[src/rtl/slave_pkg.sv]
// Shared types and widths for the slave memory responder.
// The optional SLV_STATS_EN build adds no package content.
package slave_pkg;

  localparam int LAT_W  = 4;
  localparam int DATA_W = 32;

  typedef enum logic [1:0] {
    IDLE = 2'd0,
    WAIT = 2'd1,
    ACK  = 2'd2,
    HOLD = 2'd3
  } state_t;

endpackage

[src/rtl/slave_mem_array.sv]
// Register-file memory: synchronous write, registered read.
// Every word is filled with RST_FILL while rst is low.
module slave_mem_array
  import slave_pkg::*;
#(
  parameter int                 AW       = 4,
  parameter logic [DATA_W-1:0]  RST_FILL = '0
) (
  input  logic              clk,
  input  logic              rst,
  input  logic              we,
  input  logic              re,
  input  logic [AW-1:0]     idx,
  input  logic [DATA_W-1:0] wdata,
  output logic [DATA_W-1:0] rdata
);

  localparam int DEPTH = 2 ** AW;

  logic [DATA_W-1:0] mem [DEPTH];

  always_ff @(posedge clk or negedge rst) begin
    if (!rst) begin
      for (int i = 0; i < DEPTH; i++) begin
        mem[i] <= RST_FILL;
      end
      rdata <= '0;
    end else begin
      if (we) begin
        mem[idx] <= wdata;
      end
      // rdata is zero outside the single read-ack cycle
      rdata <= re ? mem[idx] : '0;
    end
  end

endmodule

[src/rtl/slave_mem_resp.sv]
// Bus slave: captures a request, waits LAT cycles, acks from a small memory.
// Define SLV_STATS_EN to add the wr_cnt/rd_cnt transaction counters.
module slave_mem_resp
  import slave_pkg::*;
#(
  parameter int                 AW       = 4,
  parameter int                 LAT      = 2,
  parameter logic [DATA_W-1:0]  RST_FILL = '0
) (
  input  logic              clk,
  input  logic              rst,
  input  logic              req,
  input  logic              cmd,
  input  logic [31:0]       addr,
  input  logic [DATA_W-1:0] wdata,
  output logic              ack,
  output logic [DATA_W-1:0] rdata
`ifdef SLV_STATS_EN
  ,
  output logic [15:0]       wr_cnt,
  output logic [15:0]       rd_cnt
`endif
);

  localparam logic [LAT_W-1:0] LAT_V = LAT_W'(LAT);

  state_t            state;
  state_t            state_nx;
  logic [LAT_W-1:0]  cnt;
  logic [LAT_W-1:0]  cnt_nx;
  logic              cap;
  logic              cmd_q;
  logic [AW-1:0]     idx_q;
  logic [DATA_W-1:0] wdata_q;
  logic              in_ack;
  logic              unused;

  assign unused = ^addr[31:AW];
  assign in_ack = (state == ACK);

  always_comb begin
    state_nx = state;
    cnt_nx   = cnt;
    cap      = 1'b0;
    unique case (state)
      IDLE: begin
        if (req) begin
          cap      = 1'b1;
          cnt_nx   = LAT_V;
          state_nx = (LAT_V != '0) ? WAIT : ACK;
        end
      end
      WAIT: begin
        cnt_nx = cnt - 1'b1;
        if (cnt == LAT_W'(1)) begin
          state_nx = ACK;
        end
      end
      ACK: begin
        state_nx = HOLD;
      end
      HOLD: begin
        if (!req) begin
          state_nx = IDLE;
        end
      end
      default: begin
        state_nx = IDLE;
      end
    endcase
  end

  always_ff @(posedge clk or negedge rst) begin
    if (!rst) begin
      state   <= IDLE;
      cnt     <= '0;
      cmd_q   <= 1'b0;
      idx_q   <= '0;
      wdata_q <= '0;
      ack     <= 1'b0;
    end else begin
      state <= state_nx;
      cnt   <= cnt_nx;
      // ack and rdata are registered together off the ACK cycle
      ack   <= in_ack;
      if (cap) begin
        cmd_q   <= cmd;
        idx_q   <= addr[AW-1:0];
        wdata_q <= wdata;
      end
    end
  end

  slave_mem_array #(
    .AW       (AW),
    .RST_FILL (RST_FILL)
  ) u_mem (
    .clk   (clk),
    .rst   (rst),
    .we    (in_ack & cmd_q),
    .re    (in_ack & ~cmd_q),
    .idx   (idx_q),
    .wdata (wdata_q),
    .rdata (rdata)
  );

`ifdef SLV_STATS_EN
  always_ff @(posedge clk or negedge rst) begin
    if (!rst) begin
      wr_cnt <= '0;
      rd_cnt <= '0;
    end else if (in_ack) begin
      if (cmd_q) begin
        wr_cnt <= wr_cnt + 16'd1;
      end else begin
        rd_cnt <= rd_cnt + 16'd1;
      end
    end
  end
`endif

endmodule

[config.mk]
export PLATFORM = sky130hd
export DESIGN_NAME = slave_mem_resp
export DESIGN_NICKNAME = d
export VERILOG_FILES = /design/src/rtl/slave_pkg.sv /design/src/rtl/slave_mem_array.sv /design/src/rtl/slave_mem_resp.sv
export SDC_FILE = /design/constraint.sdc
export NUM_CORES = 1
export LEC_CHECK = 0
export ABC_AREA = 1
export BUFFER_PORTS_ARGS = -buffer_cell sky130_fd_sc_hd__buf_2
export CAP_MARGIN = 30
export CORE_MARGIN = 1
export CORE_UTILIZATION = 35
export DETAILED_ROUTE_END_ITERATION = 16
export GPL_ROUTABILITY_DRIVEN = 0
export PLACE_DENSITY = 0.56
export SLEW_MARGIN = 20
export SYNTH_ARGS = -nofsm -noshare
export SYNTH_HDL_FRONTEND = slang
export SYNTH_HIERARCHICAL = 1
export SYNTH_SLANG_ARGS = --single-unit
[constraint.sdc]
create_clock -name clk -period 3 [get_ports clk]
set_input_delay 0.3 -clock clk [delete_from_list [all_inputs] [get_ports clk]]
set_output_delay 0.3 -clock clk [all_outputs]
set_load 0.02 [all_outputs]
==> metrics.md, run 1 <==
| Metric | Value |
|---|---|
| Netlist area before placement | `26,400 µm²` |
| Final design instance area without fill | `30,600 µm²` |
| Worst Reg-to-Reg Cells | `6` |
| Syn. warnings | `6` |
| Core Box Area | `74,600 µm²` |
| Mean instance size in the synthesized netlist | `7.59 µm²` |
| Portion of the post-synthesis area used by sequential elements | `55.7%` |
| Die area | `76,600 µm²` |
| Final non-filler cell total | `4,520` |
| Number of flip-flops and latches in the synthesized netlist | `588` |
| Die width | `277 µm` |
| Routed len/inst | `16.6 µm` |
| Async S/R FF share, synth | `100%` |
| DRC errors left | `0` |
| Shortest period the worst path allows | `2.38 ns` |
| Endpoint of the worst register-to-register path | `u_mem/mem[171]` |
| Worst clock skew on the final layout | `0.0217 ns` |
| Sink count of the clock tree | `588` |
| Clock root buffer | `sky130_fd_sc_hd__clkbuf_16` |
| Total via count after detailed routing | `21,500` |
| Maximum VDD drop | `0.519 mV` |
| Count of final hold-check violations | `0` |
| Post-synth EDFFs | `0` |
| Antenna diodes | `0` |
| Total congestion overflow | `0` |
| Starting density of the core | `35.4%` |
| H-tree depth | `3` |
| Crit path buf inv count | `2` |
| Worst path top cell family by delay | `simple AND/OR/NAND/NOR gates` |
| Proportion of netlist area held by the largest area contributor | `55.7%` |
| Signal arrival time at the worst endpoint | `2.89 ns` |
| Total negative setup slack | `0 ns` |
| Detailed placement HPWL | `41,600 µm` |
| Total global-route track usage | `19.9%` |
| Largest net degree at the start of global routing | `131` |
| Area after DPL | `27,900 µm²` |
| Number of routed nets with antenna violations | `0` |
| Number of nets at the end of the flow | `3,573` |
| Via density | `4.76` |
| R2R Setup Slk | `0.62 ns` |
| Main flop type after synthesis | `sky130_fd_sc_hd__dfrtp_1` |
| Most area-consuming cells after synthesis | `sky130_fd_sc_hd__dfrtp_1 56%, sky130_fd_sc_hd__nand2_1 25%, sky130_fd_sc_hd__a21oi_1 4.9%` |
| Post-synthesis to final-layout area growth | `15.9%` |
| Count of routing violations after the opening detailed-route iteration | `1,559` |
| Boundary pin count | `101` |
| Element type at the critical path start | `flip-flop` |
| Fraction of met3 tracks used by global routing | `2.85%` |
| Clock Latency Late Sink | `0.61 ns` |
| Met1 global-route usage | `28.1%` |
| Period utilization | `79.2%` |
| Slowest library cell on the worst path | `sky130_fd_sc_hd__dfrtp_4` |
| Setup violations, final | `0` |
| Worst hold path type | `in -> reg` |
| Post-synth net total | `3,555` |
| Status | `completed` |
| Top post-synthesis cells by count | `1,735 x sky130_fd_sc_hd__nand2_1, 588 x sky130_fd_sc_hd__dfrtp_1, 328 x sky130_fd_sc_hd__nor2_1` |
| Leakage | `15.9 nW` |
| Number of cells traversed by the worst hold path | `5` |
| Clock tree from TritonCTS | `yes` |
| Slowest Stage Delay on Critical Path | `0.57 ns` |
| Number of buffers on the longest clock path | `3` |
| Number of rows created at floorplan | `100` |
| Number of placed cells counting well taps | `4,360` |
| Transition at the pin with the smallest max-transition slack | `0.774 ns` |
| Type of the worst setup path | `reg -> reg` |
| Sink of the worst hold path | `cnt[0]` |
| Data required time of the worst path | `3.51 ns` |
| Crit-path max FO | `50` |
| Post-cts resize count | `0` |
| Highest attainable clock frequency | `421 MHz` |
| Setup repair after global routing missed its margin | `no` |
| Power density cells | `1020 nW/µm²` |
| Inserted Clock Buffers | `68` |
| Floorplan die height | `277 µm` |
| Worst hold-check slack | `0.0771 ns` |
| Most used routing layer in global routing | `met2` |
| Gate count of the mapped netlist | `3,481` |
| Unique cell type count in the Yosys netlist | `21` |
| Overall routed net length | `75,100 µm` |
| Chain of cells forming the critical path | `inv_8 > nand3_1 > nor2_4 > buf_12 > nor2_1 > a21oi_1` |
| Number of max-slew violations in the final report | `0` |
| Clock transition at the register clock pins on the worst setup and hold paths after CTS | `0.06 ns` |
| Number of max-cap violations | `0` |
| Capturing element type of the critical path | `flip-flop` |
| Worst Setup SP | `idx_q[0]` |
| Hold path startpoint | `req` |
| Cell taking the most area after synthesis | `sky130_fd_sc_hd__dfrtp_1` |
| Wire length of the first global-routing pass | `120,000 µm` |
| Count of input and output buffers | `72` |
| Number of iterations in the first detailed-routing pass | `5` |
| Vias in the first global route | `20,400` |
| Max_slew headroom | `48.4%` |
| RR Startpoint | `idx_q[0]` |
| Hold Buf Count CTS | `38` |
| Number of antenna violations at the first check in global routing | `0` |
| Fraction of final layout cells with drive strength greater than 1 | `7.94%` |
| Post-CTS Repair Setup Buffers | `0` |
| End-of-flow core utilization | `41.1%` |
| GR Layer Usage met2 | `31.7%` |
| Library cell with the highest instance count after synthesis | `sky130_fd_sc_hd__nand2_1` |
[sequential cells by signal (all words and copies together), names as in the netlist]
register / cells
cnt: 4
state: 2
u_mem/mem: 512
idx_q: 4
cmd_q: 1
wdata_q: 32
u_mem/rdata: 32
ack: 1
[stage by stage]
step	power, mW	worst slack, ns
floorplan	19.4	1.07
global placement	22.7	0.596
detailed placement	22.8	0.591
CTS	31.5	0.570
global route	33.6	0.453
finish	31.2	0.623
[power by group]
part	switching (mW)	internal (mW)
Clock	3.34	5.14
Combinational	7.18	3.13
Sequential	1.58	10.8
[area by class of cell]
type                       count  area, µm²
clock buffer                 101       2040
clock inverter                21        263
fill                        7745      43900
inverter                      50        198
multi-input combinational   2608      10600
sequential                   588      14700
tap                          969       1210
timing repair buffer         183       1590
[layout by cell type (no fill, tap or decap), types with 2 or more instances in the layout]
master                          count
sky130_fd_sc_hd__nand2_1         1731
sky130_fd_sc_hd__dfrtp_1          586
sky130_fd_sc_hd__nor2_1           325
sky130_fd_sc_hd__a21oi_1          258
sky130_fd_sc_hd__o21ai_0          247
sky130_fd_sc_hd__buf_2             71
sky130_fd_sc_hd__clkbuf_16         70
sky130_fd_sc_hd__buf_4             50
sky130_fd_sc_hd__inv_1             44
sky130_fd_sc_hd__dlygate4sd3_1     38
sky130_fd_sc_hd__buf_12            23
sky130_fd_sc_hd__clkbuf_8          17
sky130_fd_sc_hd__clkbuf_1          14
sky130_fd_sc_hd__o21ai_1           11
sky130_fd_sc_hd__nor2_4            10
sky130_fd_sc_hd__nand2_2            9
sky130_fd_sc_hd__clkinv_2           9
sky130_fd_sc_hd__nand3_1            7
sky130_fd_sc_hd__ha_1               6
sky130_fd_sc_hd__bufinv_16          5
sky130_fd_sc_hd__inv_2              4
sky130_fd_sc_hd__inv_6              4
sky130_fd_sc_hd__dfrtp_4            2
[worst max path at each step]
stage | endpoint | cells past startpoint
after global routing | u_mem/mem[171] | 6
after global placement | u_mem/mem[175] | 5
final | u_mem/mem[171] | 6
after detailed placement | u_mem/mem[171] | 6
after floorplan | u_mem/mem[355] | 10
after CTS | u_mem/mem[171] | 6
[per-layer routing]
metal	part of all wire, %	wire length, µm
met5	0	0
met4	2.3	1750
met3	4.3	3200
met2	45	34000
met1	48	36200
[kinds of logic after synthesis]
logic type / synth area share (%)
compound gates: 9.77
flops: 55.7
simple gates: 29.8
fa+ha+maj: 0.284
buf+inv: 4.43
[worst min-delay path, cell delays in order]
cell	delay [ns]
sky130_fd_sc_hd__buf_2	0.11
sky130_fd_sc_hd__inv_1	0.04
sky130_fd_sc_hd__nand2_1	0.06
sky130_fd_sc_hd__nand3_1	0.05
sky130_fd_sc_hd__o21ai_0	0.07
Power figures use the tool's default switching activity.
==> run 2: changes to the inputs <==
==> constraint.sdc (replaced) <==
create_clock -name clk -period 2.3 [get_ports clk]
set_input_delay 0.23 -clock clk [delete_from_list [all_inputs] [get_ports clk]]
set_output_delay 0.23 -clock clk [all_outputs]
set_load 0.02 [all_outputs]
==> metrics.md, run 2 (synthesized netlist as in run 1, its figures left out) <==
| Metric | Value |
|---|---|
| Total via count after detailed routing | `21,700` |
| Routed len/inst | `16.6 µm` |
| Register with the highest flop count | `u_mem/mem` |
| Post-synthesis to final-layout area growth | `17.4%` |
| Max_slew headroom | `59.7%` |
| Clock transition at the register clock pins on the worst setup and hold paths after CTS | `0.06 ns` |
| RR Startpoint | `state[0]` |
| DP Worst Slack | `0.114 ns` |
| Capturing element type of the critical path | `flip-flop` |
| Number of filler instances in the final layout | `7,726` |
| Leakage | `16.1 nW` |
| Count of final hold-check violations | `0` |
| Number of nets at the end of the flow | `3,599` |
| Die width | `277 µm` |
| Setup repair after global routing missed its margin | `no` |
| Type of the worst setup path | `reg -> reg` |
| End-of-flow core utilization | `41.6%` |
| Number of buffers on the longest clock path | `3` |
| Leading cell type in the layout, fill and taps excluded | `sky130_fd_sc_hd__nand2_1` |
| Via density | `4.78` |
| Data required time of the worst path | `2.82 ns` |
| Total negative setup slack | `0 ns` |
| Wire length of the first global-routing pass | `121,000 µm` |
| Detailed placement HPWL | `43,700 µm` |
| Boundary pin count | `101` |
| Worst hold path type | `in -> async` |
| Sink count of the clock tree | `588` |
| Setup violations, final | `0` |
| Overall routed net length | `75,200 µm` |
| Number of rows created at floorplan | `100` |
| Power density cells | `1310 nW/µm²` |
| Inserted Clock Buffers | `66` |
| Antenna diodes | `0` |
| Number of max-slew violations in the final report | `0` |
| Overall power of the completed layout | `40.8 mW` |
| Signal arrival time at the worst endpoint | `2.65 ns` |
| Largest net degree at the start of global routing | `75` |
| Endpoint of the worst register-to-register path | `u_mem/mem[91]` |
| Final design instance area without fill | `31,000 µm²` |
| Maximum VDD drop | `0.701 mV` |
| Count of routing violations after the opening detailed-route iteration | `1,537` |
| Registers with the most flip-flops | `u_mem/mem (512), u_mem/rdata (32), wdata_q (32)` |
| Die area | `76,600 µm²` |
| Largest register FFs | `512` |
| Period utilization | `92.9%` |
| Area after DPL | `28,500 µm²` |
| Worst Slack Setup Final | `0.164 ns` |
| Number of routed nets with antenna violations | `0` |
| Status | `completed` |
| Number of antenna violations at the first check in global routing | `0` |
| Shortest period the worst path allows | `2.14 ns` |
| Number of placed cells counting well taps | `4,387` |
| Worst hold-check slack | `0.183 ns` |
| Count of input and output buffers | `72` |
| Clock root buffer | `sky130_fd_sc_hd__clkbuf_16` |
| Final non-filler cell total | `4,540` |
| Number of iterations in the first detailed-routing pass | `7` |
| Clock tree from TritonCTS | `yes` |
| Crit-path max FO | `64` |
| Total global-route track usage | `20.1%` |
| Starting density of the core | `35.4%` |
| Worst clock skew on the final layout | `0.0199 ns` |
| H-tree depth | `3` |
| Core Box Area | `74,600 µm²` |
| Clock Latency Late Sink | `0.60 ns` |
| Highest attainable clock frequency | `468 MHz` |
| DRC errors left | `0` |
| Fraction of final layout cells with drive strength greater than 1 | `8.32%` |
| Transition at the pin with the smallest max-transition slack | `0.603 ns` |
| Area used by sequential logic in the layout | `14,700 µm²` |
| Area occupied by multi-input gates | `10,600 µm²` |
| Worst Reg-to-Reg Cells | `9` |
| Element type at the critical path start | `flip-flop` |
| Most frequent cells in the layout | `1,731 x sky130_fd_sc_hd__nand2_1, 586 x sky130_fd_sc_hd__dfrtp_1, 325 x sky130_fd_sc_hd__nor2_1, 258 x sky130_fd_sc_hd__a21oi_1, 247 x sky130_fd_sc_hd__o21ai_0` |
| Floorplan die height | `277 µm` |
| Number of max-cap violations | `0` |
| Total congestion overflow | `0` |
| Vias in the first global route | `21,000` |
| R2R Setup Slk | `0.16 ns` |
==> run 2: worst max-delay path: stages (launching register included) <==
cell,delay (ns)
sky130_fd_sc_hd__dfrtp_1,0.41
sky130_fd_sc_hd__inv_1,0.09
sky130_fd_sc_hd__ha_1,0.18
sky130_fd_sc_hd__nand2_1,0.11
sky130_fd_sc_hd__inv_1,0.14
sky130_fd_sc_hd__nand3_1,0.33
sky130_fd_sc_hd__nor2_4,0.21
sky130_fd_sc_hd__buf_12,0.36
sky130_fd_sc_hd__nor2_1,0.07
sky130_fd_sc_hd__a21oi_1,0.14
==> run 2: layout make-up <==
type | count | area share, %
Timing Repair Buffer | 211 | 6.92
Tap cell | 969 | 3.91
Inverter | 50 | 0.637
Clock inverter | 10 | 0.347
Multi-Input combinational cell | 2608 | 34.2
Clock buffer | 104 | 6.51
Sequential cell | 588 | 47.5
==> run 2: metal layers <==
layer | vias up | global-route usage [%] | part of all wire (%)
met4 | 0 | 6.34 | 2.7
met1 | 10300 | 27.9 | 48
met5 | - | 0 | 0
met2 | 396 | 31.9 | 45
li1 | 10900 | - | -
met3 | 120 | 3.32 | 4.6
==> run 2: how the worst max path moves through the flow <==
stage	start	endpoint	slack (ns)	depth (start not counted)
after floorplan	state[0]	u_mem/mem[355]	0.37	10
after global placement	state[0]	u_mem/mem[444]	0.18	9
after detailed placement	state[0]	u_mem/mem[437]	0.11	9
after CTS	state[0]	u_mem/mem[438]	0.12	9
after global routing	state[0]	u_mem/mem[76]	0.003	9
final	state[0]	u_mem/mem[91]	0.16	9
==> run 2: where the power goes <==
part	total, mW	internal (mW)	switching [mW]
combinational	14.1	4.60	9.46
clock	10.5	6.23	4.22
sequential	16.3	14.1	2.16
==> run 2: timing repair <==
action,4_1_cts,5_1_grt
endpoints found under the setup margin,0,8
buffers inserted,0,0
resized for setup,0,3
hold buffers,39,0
endpoints found under the hold margin,204,0
